### config.mk
export PLATFORM = sky130hd
export DESIGN_NAME = pwm_breath_gen
export DESIGN_NICKNAME = d
export VERILOG_FILES = /design/src/rtl/pwm_breath_gen.sv
export SDC_FILE = /design/constraint.sdc
export NUM_CORES = 1
export LEC_CHECK = 0
export CAP_MARGIN = 20
export CORE_UTILIZATION = 40
export DETAILED_ROUTE_END_ITERATION = 7
export REMOVE_ABC_BUFFERS = 1
export SLEW_MARGIN = 5
export SYNTH_ARGS = -nofsm -noshare
export SYNTH_HDL_FRONTEND = slang
export SYNTH_SLANG_ARGS = --single-unit
### constraint.sdc
create_clock -name clk -period 4.9 [get_ports clk]
set_input_delay 0.735 -clock clk [delete_from_list [all_inputs] [get_ports clk]]
set_output_delay 0.735 -clock clk [all_outputs]
set_load 0.02 [all_outputs]
### src/rtl/pwm_breath_gen.sv
// Breathing-envelope duty source for the PWM LED stage: ramp up, hold, ramp down, hold.
// Latency: level/phase update on the tick edge; duty_cycle/cycle_done +1 clk with gamma.
// Backpressure: none; enable low freezes everything and clears the prescaler.
// Optional: define PWM_BREATH_GAMMA_EN for a registered square-law gamma stage.
module pwm_breath_gen #(
    parameter int PRESCALE   = 2048,
    parameter int STEP       = 1,
    parameter int HOLD_TICKS = 64,
    parameter int MAX_LEVEL  = 255
) (
    input  logic       clk,
    input  logic       rst,
    input  logic       enable,
    output logic [7:0] duty_cycle,
    output logic [1:0] phase,
    output logic       cycle_done
);

    localparam int PW = $clog2(PRESCALE);
    localparam int HW = (HOLD_TICKS > 1) ? $clog2(HOLD_TICKS) : 1;

    typedef enum logic [1:0] {
        HOLD_LOW  = 2'b00,
        RAMP_UP   = 2'b01,
        HOLD_HIGH = 2'b10,
        RAMP_DOWN = 2'b11
    } state_t;

    state_t         state;
    logic [PW-1:0]  pre_cnt;
    logic [HW-1:0]  hold_cnt;
    logic [7:0]     level;
    logic           done_raw;
    logic           tick;
    logic           hold_last;
    logic [8:0]     up_sum;

    // enable low takes priority over a pending tick
    assign tick      = enable && (pre_cnt == PW'(PRESCALE - 1));
    assign hold_last = (hold_cnt == HW'(HOLD_TICKS - 1));
    // 9-bit sum so the clamp sees overflow past 255 instead of a wrapped value
    assign up_sum    = {1'b0, level} + 9'(STEP);

    // prescaler: counts enabled clocks, parks at 0 while disabled
    always_ff @(posedge clk or posedge rst) begin
        if (rst) begin
            pre_cnt <= '0;
        end else if (!enable || tick) begin
            pre_cnt <= '0;
        end else begin
            pre_cnt <= pre_cnt + PW'(1);
        end
    end

    // envelope state machine, advances only on ticks
    always_ff @(posedge clk or posedge rst) begin
        if (rst) begin
            state    <= HOLD_LOW;
            level    <= 8'd0;
            hold_cnt <= '0;
            done_raw <= 1'b0;
        end else begin
            done_raw <= 1'b0;
            if (tick) begin
                case (state)
                    HOLD_LOW: begin
                        if (hold_last) begin
                            hold_cnt <= '0;
                            state    <= RAMP_UP;
                        end else begin
                            hold_cnt <= hold_cnt + HW'(1);
                        end
                    end
                    RAMP_UP: begin
                        if (up_sum >= 9'(MAX_LEVEL)) begin
                            level <= 8'(MAX_LEVEL);
                            state <= HOLD_HIGH;
                        end else begin
                            level <= up_sum[7:0];
                        end
                    end
                    HOLD_HIGH: begin
                        if (hold_last) begin
                            hold_cnt <= '0;
                            state    <= RAMP_DOWN;
                        end else begin
                            hold_cnt <= hold_cnt + HW'(1);
                        end
                    end
                    RAMP_DOWN: begin
                        // compare before subtracting so the level never underflows
                        if (level <= 8'(STEP)) begin
                            level    <= 8'd0;
                            state    <= HOLD_LOW;
                            done_raw <= 1'b1;
                        end else begin
                            level <= level - 8'(STEP);
                        end
                    end
                    default: state <= HOLD_LOW;
                endcase
            end
        end
    end

    assign phase = state;

`ifdef PWM_BREATH_GAMMA_EN
    logic [7:0] duty_q;
    logic       done_q;

    // square-law gamma, rounded up so only level 0 maps to 0; done delayed to stay aligned
    always_ff @(posedge clk or posedge rst) begin
        if (rst) begin
            duty_q <= 8'd0;
            done_q <= 1'b0;
        end else begin
            duty_q <= 8'(((16'(level) * 16'(level)) + 16'd255) >> 8);
            done_q <= done_raw;
        end
    end

    assign duty_cycle = duty_q;
    assign cycle_done = done_q;
`else
    assign duty_cycle = level;
    assign cycle_done = done_raw;
`endif

endmodule
# Word level (Yosys, flattened, before mapping)

Index checks and enable logic that the tools add are counted.

Add/sub/neg operators: 4
$lt $le $gt $ge: 2
Equal/unequal tests: 9
Mux-type cells: 13
Reduce and logical (&&, ||, !) cells: 9

Operator list:

| operator              | number |
|---|---|
| $mux 8                | 2 |
| $pmux 8 s2            | 1 |
| $add 11x1->11 const B | 1 |
| $eq 11x11->1 const B  | 1 |
| $mux 11               | 1 |
| $add 8x1->9 const B   | 1 |
| $ge 9x8->1 const B    | 1 |
| $le 8x1->1 const B    | 1 |
| $mux 2                | 4 |
| $ne 2x2->1 const B    | 4 |
| $pmux 2 s4            | 1 |
| $sub 8x1->8 const B   | 1 |
| $add 6x1->6 const B   | 1 |
| $eq 6x6->1 const B    | 1 |
| $mux 6                | 1 |
| $reduce_and 5->1      | 1 |
| $eq 2x2->1 const B    | 2 |
| $reduce_and 2->1      | 2 |
| $mux 1                | 3 |
| $eq 2x1->1 const B    | 1 |
| $logic_not 2->1       | 1 |
| $reduce_bool 2->1     | 1 |
| $reduce_or 2->1       | 1 |
| $logic_and 1x1->1     | 1 |
| 2 further kinds       | 2 |

Bits in registers: 28
Logic and storage cells: 42

# Longest topological paths before layout

Depth after elaboration: 4
Depth in mapped cells: 9
Mapped depth without buffers: 8

# Least setup slack after synthesis

OpenSTA, ideal clock, no wires.

Kind: register to register
Start: register level[1], in the netlist duty_cycle[1]
End: register state[1], in the netlist phase[1]
Setup time: 125 ps
Arrival: 2194 ps
Setup slack: 2581 ps
Stages on the path, launching flop included: 9
Path buffers: 1
Clock period less this slack: 2319 ps
Path through: dfrtp_1 -> ha_1 -> buf_2 -> nand2_1 -> o31ai_1 -> a32oi_1 -> nor4b_1 -> o311ai_4 -> mux2_4

Longest elaborated chain between the ends: 4
Elaborated cells between the ends (all ways): 6
Classes of those cells: 1 x add/sub; 2 x order compare; 2 x eq/ne; 1 x reduce/logical

Ends and longest elaborated chain:

| element                      | line | source |
|---|---|---|
| start, declared              | 32   | `logic [7:0] level;` |
| start signal, assigned       | 76   | `level <= 8'(MAX_LEVEL);` |
| start signal, assigned       | 79   | `level <= up_sum[7:0];` |
| start signal, assigned       | 97   | `level <= level - 8'(STEP);` |
| $add 8x1->9                  | 42   | `assign up_sum = {1'b0, level} + 9'(STEP);` |
| $ge 9x8->1                   | 75   | `if (up_sum >= 9'(MAX_LEVEL)) begin` |
| $ne 2x2->1 (no line)         | -    |  |
| $reduce_and 5->1 (no line) * | -    |  |
| end signal, assigned         | 58   | `state <= HOLD_LOW;` |
| end signal, assigned         | 77   | `state <= HOLD_HIGH;` |
| end signal, assigned         | 85   | `state <= RAMP_DOWN;` |
| end, declared                | 29   | `state_t state;` |

Every way passes the cells marked *; elsewhere a longest branch is shown, timed or not.
A chain may end at the register's enable or synchronous reset.

# Final worst setup path

Start: register level[0], in the netlist duty_cycle[0]
End: register state[1], in the netlist phase[1]

The elaborated chain is that of the path after synthesis.

==> report_table.html <==
<table>
<tr><th>Metric</th><th>Value</th></tr>
<tr><th colspan="2">Status</th></tr>
<tr><td>Status</td><td>completed</td></tr>
<tr><th colspan="2">Finish</th></tr>
<tr><td>Finished Cell Area</td><td>2080 sq um</td></tr>
<tr><td>Layout cells sized above 1</td><td>around 6.8%</td></tr>
<tr><td>Count of non-filler cells in the finished layout</td><td>271</td></tr>
<tr><td>Area Overhead vs Synth</td><td>11.9%</td></tr>
<tr><td>Number of diodes</td><td>0</td></tr>
<tr><td>Final Net Count</td><td>233</td></tr>
<tr><th colspan="2">Drt</th></tr>
<tr><td>Wire length on met1</td><td>1890 um</td></tr>
<tr><td>Amount of wire on met3 after detailed routing</td><td>76 um</td></tr>
<tr><td>Number of iterations in the first detailed-routing pass</td><td>4</td></tr>
<tr><td>Iter 0 DRT Violations</td><td>105</td></tr>
<tr><td>Routed via count divided by cell count</td><td>5.58</td></tr>
<tr><td>Max layer used</td><td>met4</td></tr>
<tr><td>Detail Route Antenna Nets</td><td>0</td></tr>
<tr><td>Via count</td><td>1,512</td></tr>
<tr><td>Met2 routed WL</td><td>1770 um</td></tr>
<tr><td>Count of unresolved DRC violations after routing</td><td>0</td></tr>
<tr><td>Total length of routed wires</td><td>about 3800 um</td></tr>
<tr><td>DR WL/cell</td><td>~14 um</td></tr>
<tr><th colspan="2">Die</th></tr>
<tr><td>Core box area</td><td>around 4400 sq um</td></tr>
<tr><td>Floorplan die height</td><td>70.1 um</td></tr>
<tr><td>Effective utilization at floorplan</td><td>42.1%</td></tr>
<tr><td>Die area</td><td>4920 sq um</td></tr>
<tr><td>Cell row count</td><td>24</td></tr>
<tr><td>Die Span X</td><td>70.1 um</td></tr>
<tr><td>Number of primary I/O pins</td><td>14</td></tr>
<tr><th colspan="2">Clock tree</th></tr>
<tr><td># hold bufs at CTS</td><td>0</td></tr>
<tr><td>Clock buffer count from CTS</td><td>3</td></tr>
<tr><td>CTS tree</td><td>built</td></tr>
<tr><td>CTS sink cnt</td><td>28</td></tr>
<tr><td>Maximum root-to-sink buffer count</td><td>2</td></tr>
<tr><td>Clock latency reported for the late side of the worst-skew pair</td><td>270 ps</td></tr>
<tr><td>Total of cells resized after clock tree synthesis</td><td>0</td></tr>
<tr><td>Clk Tree Root Cell</td><td>clkbuf_8</td></tr>
<tr><td>Post-CTS setup-driven buffer insertion count</td><td>0</td></tr>
<tr><td>Clock edge transition at the registers on the reported setup and hold paths</td><td>100 ps</td></tr>
<tr><td>Deepest level of the CTS H-tree</td><td>1</td></tr>
<tr><th colspan="2">GRT</th></tr>
<tr><td>Total grt overflow</td><td>0</td></tr>
<tr><td>Initial antenna violation count</td><td>0</td></tr>
<tr><td>Pin count of the biggest net entering global routing</td><td>20</td></tr>
<tr><td>First-pass GRT wire length</td><td>6780 um</td></tr>
<tr><td>Via count of the first global-routing pass</td><td>1,461</td></tr>
<tr><td>Global routing usage summed across all routing layers</td><td>16.9%</td></tr>
<tr><th colspan="2">Placed design</th></tr>
<tr><td>PortBufs</td><td>13</td></tr>
<tr><td>Estimated wirelength of the detail-placed design</td><td>2790 um</td></tr>
<tr><td>Last weighted congestion value of the routability-driven placer</td><td>0.836</td></tr>
<tr><td>Post-placement cell area</td><td>2020 sq um</td></tr>
<tr><td>Cell Count Post-Placement</td><td>267</td></tr>
<tr><th colspan="2">Pwr</th></tr>
<tr><td>Pwr Density</td><td>189 nW/um^2</td></tr>
<tr><td>P_leak</td><td>0.000842 uW</td></tr>
<tr><td>Maximum resistive drop on vdd</td><td>170 uV</td></tr>
<tr><th colspan="2">Timing</th></tr>
<tr><td>Final worst-path cycle share</td><td>roughly 50%</td></tr>
<tr><td>Relative max-transition margin</td><td>48.9%</td></tr>
<tr><td>Count of final hold-check violations</td><td>0</td></tr>
<tr><td>Final critical path time including I/O delays and setup</td><td>between 2000 and 2500 ps</td></tr>
<tr><td>RSZ-0062 raised after global routing</td><td>no</td></tr>
<tr><td>Final slew viol count</td><td>0</td></tr>
<tr><td>Setup clock skew after layout</td><td>7.36 ps</td></tr>
<tr><td>Endpoints failing setup</td><td>0</td></tr>
<tr><td>Fmax</td><td>403 MHz</td></tr>
<tr><td>Slew at the pin closest to its max-slew limit</td><td>~760 ps</td></tr>
<tr><td>TNS Setup</td><td>0 ps</td></tr>
<tr><th colspan="2">Yosys</th></tr>
<tr><td>Most frequently used flop master after synthesis</td><td>dfrtp_1</td></tr>
<tr><td>Unique masters post-synth</td><td>a little under 50</td></tr>
<tr><td>Avg Inst Size Synth</td><td>8.80 sq um</td></tr>
<tr><td>Post-synthesis sequential element count</td><td>28</td></tr>
<tr><td>Number of enable-type register cells in the synthesized netlist</td><td>0</td></tr>
<tr><td>Async SR Flop Fraction</td><td>100%</td></tr>
<tr><td>Cell count after synthesis</td><td>approximately 210</td></tr>
<tr><td>Cell Area, Synth</td><td>roughly 1900 sq um</td></tr>
<tr><td>Post-synthesis sequential area ratio</td><td>37.7%</td></tr>
<tr><td>Yosys warnings</td><td>0</td></tr>
<tr><th colspan="2">Hold path</th></tr>
<tr><td>Class of the tightest hold or removal check</td><td>flip-flop to flip-flop</td></tr>
<tr><th colspan="2">Setup path</th></tr>
<tr><td>Worst path max stage delay</td><td>roughly 550 ps</td></tr>
<tr><td>Endpoint arrival time on the critical path</td><td>~2700 ps</td></tr>
<tr><td>Type of element capturing the critical path</td><td>flip-flop</td></tr>
<tr><td>Required time at the endpoint of the critical path</td><td>5070 ps</td></tr>
<tr><td>Ordered cell list for the critical path</td><td>ha_1, nand2_1, o31ai_1, a32oi_1, nor4b_1, o311ai_4, mux2_4</td></tr>
<tr><td>Largest fanout on the critical path</td><td>11</td></tr>
<tr><td>Worst Path Class, Setup</td><td>flip-flop to flip-flop</td></tr>
<tr><td>Critical Path Source Type</td><td>flip-flop</td></tr>
<tr><td>Slowest cell on crit path</td><td>dfrtp_1</td></tr>
<tr><th colspan="2">Job</th></tr>
<tr><td>Max-capacitance violation count</td><td>0</td></tr>
</table>
## layer usage
layer  track usage [%]  up-vias
met2              26.7       13
li1                  -      773
met3              2.74        4
met1              24.3      722
met5                 0        -
met4              3.56        0
## where the power goes
part           total, uW  internal, uW  switching, uW
clock network        145          72.0           72.9
logic               14.0          5.70           8.30
registers            234           233           1.43
## cell type report
class	instances	area (sq um)
Sequential cell	28	701
Fill cell	437	2340
Clock buffer	4	55.1
Inverter	11	41.3
Multi-Input combinational cell	162	1060
Tap cell	52	65.1
Timing Repair Buffer	14	158
## worst paths after layout
path                          startpoint     endpoint  slack (ps)  cells after the start
min reg2reg                   pre_cnt[0]   pre_cnt[0]         460                      1
min in group asynchronous            rst  hold_cnt[4]         760                      2
max                        duty_cycle[0]     phase[1]        2420                      7
max in group asynchronous            rst   pre_cnt[9]        3690                      3
max reg2reg                duty_cycle[0]     phase[1]        2420                      7
min                           pre_cnt[0]   pre_cnt[0]         460                      1
## cells in the mapped netlist, drive strengths merged (3+ instances only)
cell | n | share of area (%)
ha | 10 | 6.7
nor4 | 3 | 1.8
o22ai | 3 | 1.0
o21ai | 16 | 4.3
and3 | 4 | 1.4
nand4 | 4 | 1.3
nand2 | 19 | 3.8
nor2 | 19 | 3.8
a21oi | 12 | 3.2
buf | 5 | 2.0
or3 | 3 | 1.0
nor3 | 12 | 3.2
xnor2 | 9 | 4.2
clkbuf | 5 | 1.1
o31ai | 3 | 1.2
dfrtp | 28 | 38
and2 | 5 | 1.8
inv | 11 | 2.2
o211ai | 4 | 1.6
nand3 | 9 | 2.4
## sequential cells by signal, indices dropped and copies added, names as in the netlist
register,flops
pre_cnt,11
phase,2
hold_cnt,6
cycle_done,1
duty_cycle,8
## kinds of logic after synthesis
family | Yosys count | synth area share [%]
DFF | 28 | 37.7
xor gates and xnor gates | 11 | 5.19
buffers and inverters | 21 | 5.32
AOI/OAI and AO/OA | 50 | 17.7
adders and majority gates | 10 | 6.74
and+or+nand+nor | 88 | 25.3
muxes | 3 | 1.95
## cells in the final DEF (no fill, tap or decap), types with 2 or more instances in the layout
master / Yosys / final
dfrtp_1: 28 / 28
nand2_1: 19 / 19
nor2_1: 19 / 19
o21ai_0: 14 / 14
clkdlybuf4s50_1: 0 / 13
nor3_1: 12 / 12
a21oi_1: 12 / 12
inv_1: 11 / 11
ha_1: 10 / 10
nand3_1: 9 / 9
xnor2_1: 9 / 9
and2_1: 4 / 4
nand4_1: 4 / 4
o211ai_1: 4 / 4
clkbuf_8: 0 / 4
or3_1: 3 / 3
o31ai_1: 3 / 3
o22ai_1: 3 / 3
and3_1: 3 / 3
and4_1: 2 / 2
a21o_1: 2 / 2
a211o_1: 2 / 2
o21ai_1: 2 / 2
xor2_1: 2 / 2
nor4_1: 2 / 2
## worst max-delay path: cells and delay by family, from the launching register on
kind / cells / cell delay, ps
flops: 1 / 550
mux: 1 / 310
fa+ha+maj: 1 / 410
simple gates: 2 / 620
compound gates: 3 / 480
## metrics by stage
step / hold WS (ps) / power [uW] / util (%) / setup slack [ps]
after floorplan: 425 / 246 / - / 2520
after global placement: 452 / 251 / 45.2 / 2300
after detailed placement: 447 / 254 / 45.8 / 2250
after CTS: 460 / 400 / 47.1 / 2420
after global routing: 488 / 410 / 47.1 / 2180
final: 457 / 393 / 47.1 / 2420
Power figures use the tool's default switching activity.
